===== src/rtl/id_inst_queue.sv =====
// id_inst_queue: DEPTH-entry first-word-fall-through buffer between IF and ID.
// IF pushes {pc, inst} words, ID pops them in order. A one-cycle flush is
// raised by cancle. The input-side allowin depends on registered state only.
module id_inst_queue #(
    parameter int DATA_WD = 64,
    parameter int DEPTH   = 4,
    parameter int PTR_WD  = $clog2(DEPTH)
) (
    input  logic               clk,
    input  logic               rst,
    input  logic               cancle,
    input  logic               in_valid,
    input  logic [DATA_WD-1:0] in_data,
    output logic               in_allowin,
    output logic               out_valid,
    output logic [DATA_WD-1:0] out_data,
    input  logic               out_ready,
    output logic [PTR_WD:0]    count
);

    localparam logic [PTR_WD:0] L_FULL = (PTR_WD+1)'(DEPTH);

    logic [DEPTH-1:0][DATA_WD-1:0] r_mem;
    logic [PTR_WD-1:0]             r_rd_ptr;
    logic [PTR_WD-1:0]             r_wr_ptr;
    logic [PTR_WD:0]               r_count;

    logic w_push;
    logic w_pop;

    // Handshake decode; cancle masks both sides so a flush wins over traffic
    always_comb begin
        in_allowin = (r_count != L_FULL);
        out_valid  = (r_count != '0) && !cancle;
        out_data   = r_mem[r_rd_ptr];
        w_push     = in_valid && in_allowin && !cancle;
        w_pop      = out_valid && out_ready;
        count      = r_count;
    end

    // Storage write; contents survive a flush and are only zeroed by reset
    always_ff @(posedge clk or posedge rst) begin
        if (rst) begin
            r_mem <= '0;
        end else if (w_push) begin
            r_mem[r_wr_ptr] <= in_data;
        end
    end

    // Pointers and occupancy; pointers wrap through natural overflow
    always_ff @(posedge clk or posedge rst) begin
        if (rst) begin
            r_rd_ptr <= '0;
            r_wr_ptr <= '0;
            r_count  <= '0;
        end else if (cancle) begin
            r_rd_ptr <= '0;
            r_wr_ptr <= '0;
            r_count  <= '0;
        end else begin
            if (w_push) r_wr_ptr <= r_wr_ptr + PTR_WD'(1);
            if (w_pop)  r_rd_ptr <= r_rd_ptr + PTR_WD'(1);
            case ({w_push, w_pop})
                2'b10:   r_count <= r_count + (PTR_WD+1)'(1);
                2'b01:   r_count <= r_count - (PTR_WD+1)'(1);
                default: r_count <= r_count;
            endcase
        end
    end

endmodule


===== config.mk =====
export PLATFORM = sky130hd
export DESIGN_NAME = id_inst_queue
export DESIGN_NICKNAME = d
export VERILOG_FILES = /design/src/rtl/id_inst_queue.sv
export SDC_FILE = /design/constraint.sdc
export NUM_CORES = 1
export LEC_CHECK = 0
export CAP_MARGIN = 0
export CORE_MARGIN = 2
export CORE_UTILIZATION = 57
export CTS_CLUSTER_DIAMETER = 50
export DETAILED_ROUTE_END_ITERATION = 7
export PLACE_DENSITY = 0.81
export SYNTH_ARGS = -nofsm -noshare
export SYNTH_HDL_FRONTEND = slang
export SYNTH_SLANG_ARGS = --single-unit

===== constraint.sdc =====
create_clock -name clk -period 13.65 [get_ports clk]
set_input_delay 3.4125 -clock clk [delete_from_list [all_inputs] [get_ports clk]]
set_output_delay 3.4125 -clock clk [all_outputs]
set_load 0.1 [all_outputs]

==> reports/qor.yml <==
placement:
  place_congestion: 0.787
  place_area_mm2: 0.0137
  port_buffers: 137
  dp_hpwl_um: 15100
sta:
  holdWs_ns: 0.491
  finalHoldViolCount: 0
  rsz0062_at_grt: "no"
  final-setup-viol-count: 0
  tns_ns: 0
  slew_headroom_pct: 27.2
  period_needed_ns: 8.78
  drv_slew: 0
  min_period_over_period_pct: 64.3
  fin_skew_ns: 0.0128
  fmax_mhz: 114
  worst_pin_slew_ns: 1.09
die:
  die-area_mm2: 0.0231
  fp.dieH_um: 152
  num_rows: 54
  core_area_mm2: 0.0217
  pin_count: 138
  start_util_pct: 57.5
  die-width_um: 152
global_routing:
  grt_pass1_wl_um: 42200
  antenna_found_initial: 0
  grt_pass1_vias: 7724
  grt_remaining_overflow: 0
  grt_max_degree: 121
  grt.total_usage_pct: 22.4
clocking:
  cts_max_level: 1
  cts-root-buf: "clkbuf_16"
  worstSkewPairLatency_ns: 0.55
  path_clk_slew_ns: 0.06
  cts_max_path_buffers: 3
  post_cts_buffers: 0
  cts_resized: 0
  clock-sinks: 263
  hold_buffers: 0
  cts_tree: "yes"
  cts_buffers: 31
layout:
  layout-drive-gt1-share_pct: 45.9
  nNetsFinal: 878
  final_common_cell: "dfrtp_1"
  antennaDiodeCount: 0
  utilization_pct: 68.2
  final_cell_mix: "261 x dfrtp_1, 180 x mux2_4, 137 x clkdlybuf4s50_1, 74 x mux2_2, 64 x mux4_2"
  area_delta_synth_final_pct: 18.5
  fin_area_mm2: 0.0148
logic_synthesis:
  dominantRegCellSynth: "dfrtp_1"
  avgSynthCellArea_um2: 18.5
  yosysSeqAreaShare_pct: 52.7
  syn_area_mm2: 0.0125
  synth-edff-count: 0
  syn_inst: 674
  synth_nets: 748
  synth-seq-cells: 263
  yosysUniqueCellTypes: 34
  ys.warnings.count: 0
  async_reset_ff_share_pct: 100
setup_path:
  startpoint_type: "input port"
  endpoint_kind: "output pin"
  worstPathRequired_ns: 10.24
  arrival_ns: 5.37
  worstSetupPathType: "input port to output pin"
  cp_max_fo: 13
detailed_routing:
  drc_errors: 0
  first_pass_iters: 4
  dr_total_vias: 6413
  drt-wirelength-per-cell_um: 22.9
  via_per_inst: 5.79
  wl_um: 25300
  drtAntennaViolNets: 0
  first_iter_violations: 290
power:
  vdd_drop_max_mv: 0.187
  power.leakage_nw: 6.83
  p_per_area_mw_per_mm2: 260
  report.power.total_mw: 3.85
run:
  maxCapViolCount: 0
outcome:
  status: "finished, final reports clean"
min_path:
  hold_class: "flop to flop"
-- worst max-delay path, stage by stage --
cell,delay [ns]
clkdlybuf4s50_1,0.61
nor2b_1,0.19
clkdlybuf4s50_1,1.15
-- state kept, by name, indices dropped and copies added, names as in the netlist --
| name | count |
|---|---|
| count | 3 |
| r_mem | 256 |
| r_rd_ptr | 2 |
| r_wr_ptr | 2 |
-- per-stage QoR --
stage | setup slack [ns] | instances
floorplan | 3.00 | 674
global placement | 4.93 | 1051
detailed placement | 4.89 | 1051
CTS | 4.88 | 1107
global route | 4.81 | 1107
finish | 4.87 | 1107
-- layer usage --
metal  share of wire, %  track usage [%]  up-vias  routed length, µm
met5                  0                0        -                  0
met4                2.5             5.96        0                632
met3                4.9             4.91       45               1230
met2                 50             38.0      155              12700
met1                 42             29.6     3460              10700
li1                   -                -     2753                  -
-- final cells by class --
cell class                 count  area, µm²
clock inverter                13        188
timing repair buffer         141       1400
sequential                   263       6590
fill                        1372       6900
multi-input combinational    364       5360
inverter                       3       18.8
tap                          280        350
clock buffer                  43        881
-- Yosys cell counts (2+ instances only) --
cell type    n  share of area, %
nand2_8      3              0.48
o21ai_0      2             0.080
buf_12      18               2.9
a21oi_1      2             0.080
inv_1        3             0.090
ha_1         4              0.40
mux2_2      74               6.7
xnor2_1      2              0.14
nand2_1      5              0.15
clkbuf_1     7              0.21
mux4_2      64                12
buf_1        2             0.060
buf_6        8              0.72
mux2_4     180                22
buf_2        9              0.36
nor2b_1      3              0.15
dfrtp_1    263                53
nand3_1      3              0.12
nor2_1       5              0.15
mux2_1       3              0.27
-- logic make-up after synthesis --
family	after synthesis	share of synthesized area (%)
XOR/XNOR	3	0.211
adder cells (fa/ha/maj)	5	0.562
AND/OR/NAND/NOR	27	1.57
flip-flops	263	52.7
multiplexers	322	40.2
AO/OA/AOI/OAI	7	0.341
buffers and inverters	47	4.33
-- final timing paths --
path | startpoint | slack (ns) | cells after the start | to
hold reg to reg | r_mem[103] | 0.49 | 1 | r_mem[103]
hold / removal | r_mem[103] | 0.49 | 1 | r_mem[103]
max in group asynchronous | rst | 8.68 | 3 | r_mem[40]
min in group asynchronous | rst | 3.43 | 2 | r_mem[146]
setup / recovery | cancle | 4.87 | 3 | out_valid
setup reg to reg | count[0] | 11.02 | 4 | r_mem[96]
-- power by group --
group	switching (mW)	internal (mW)
logic	1.04	0.683
registers	0.191	1.08
clock network	0.325	0.525
(Power assumes the default switching activity.)
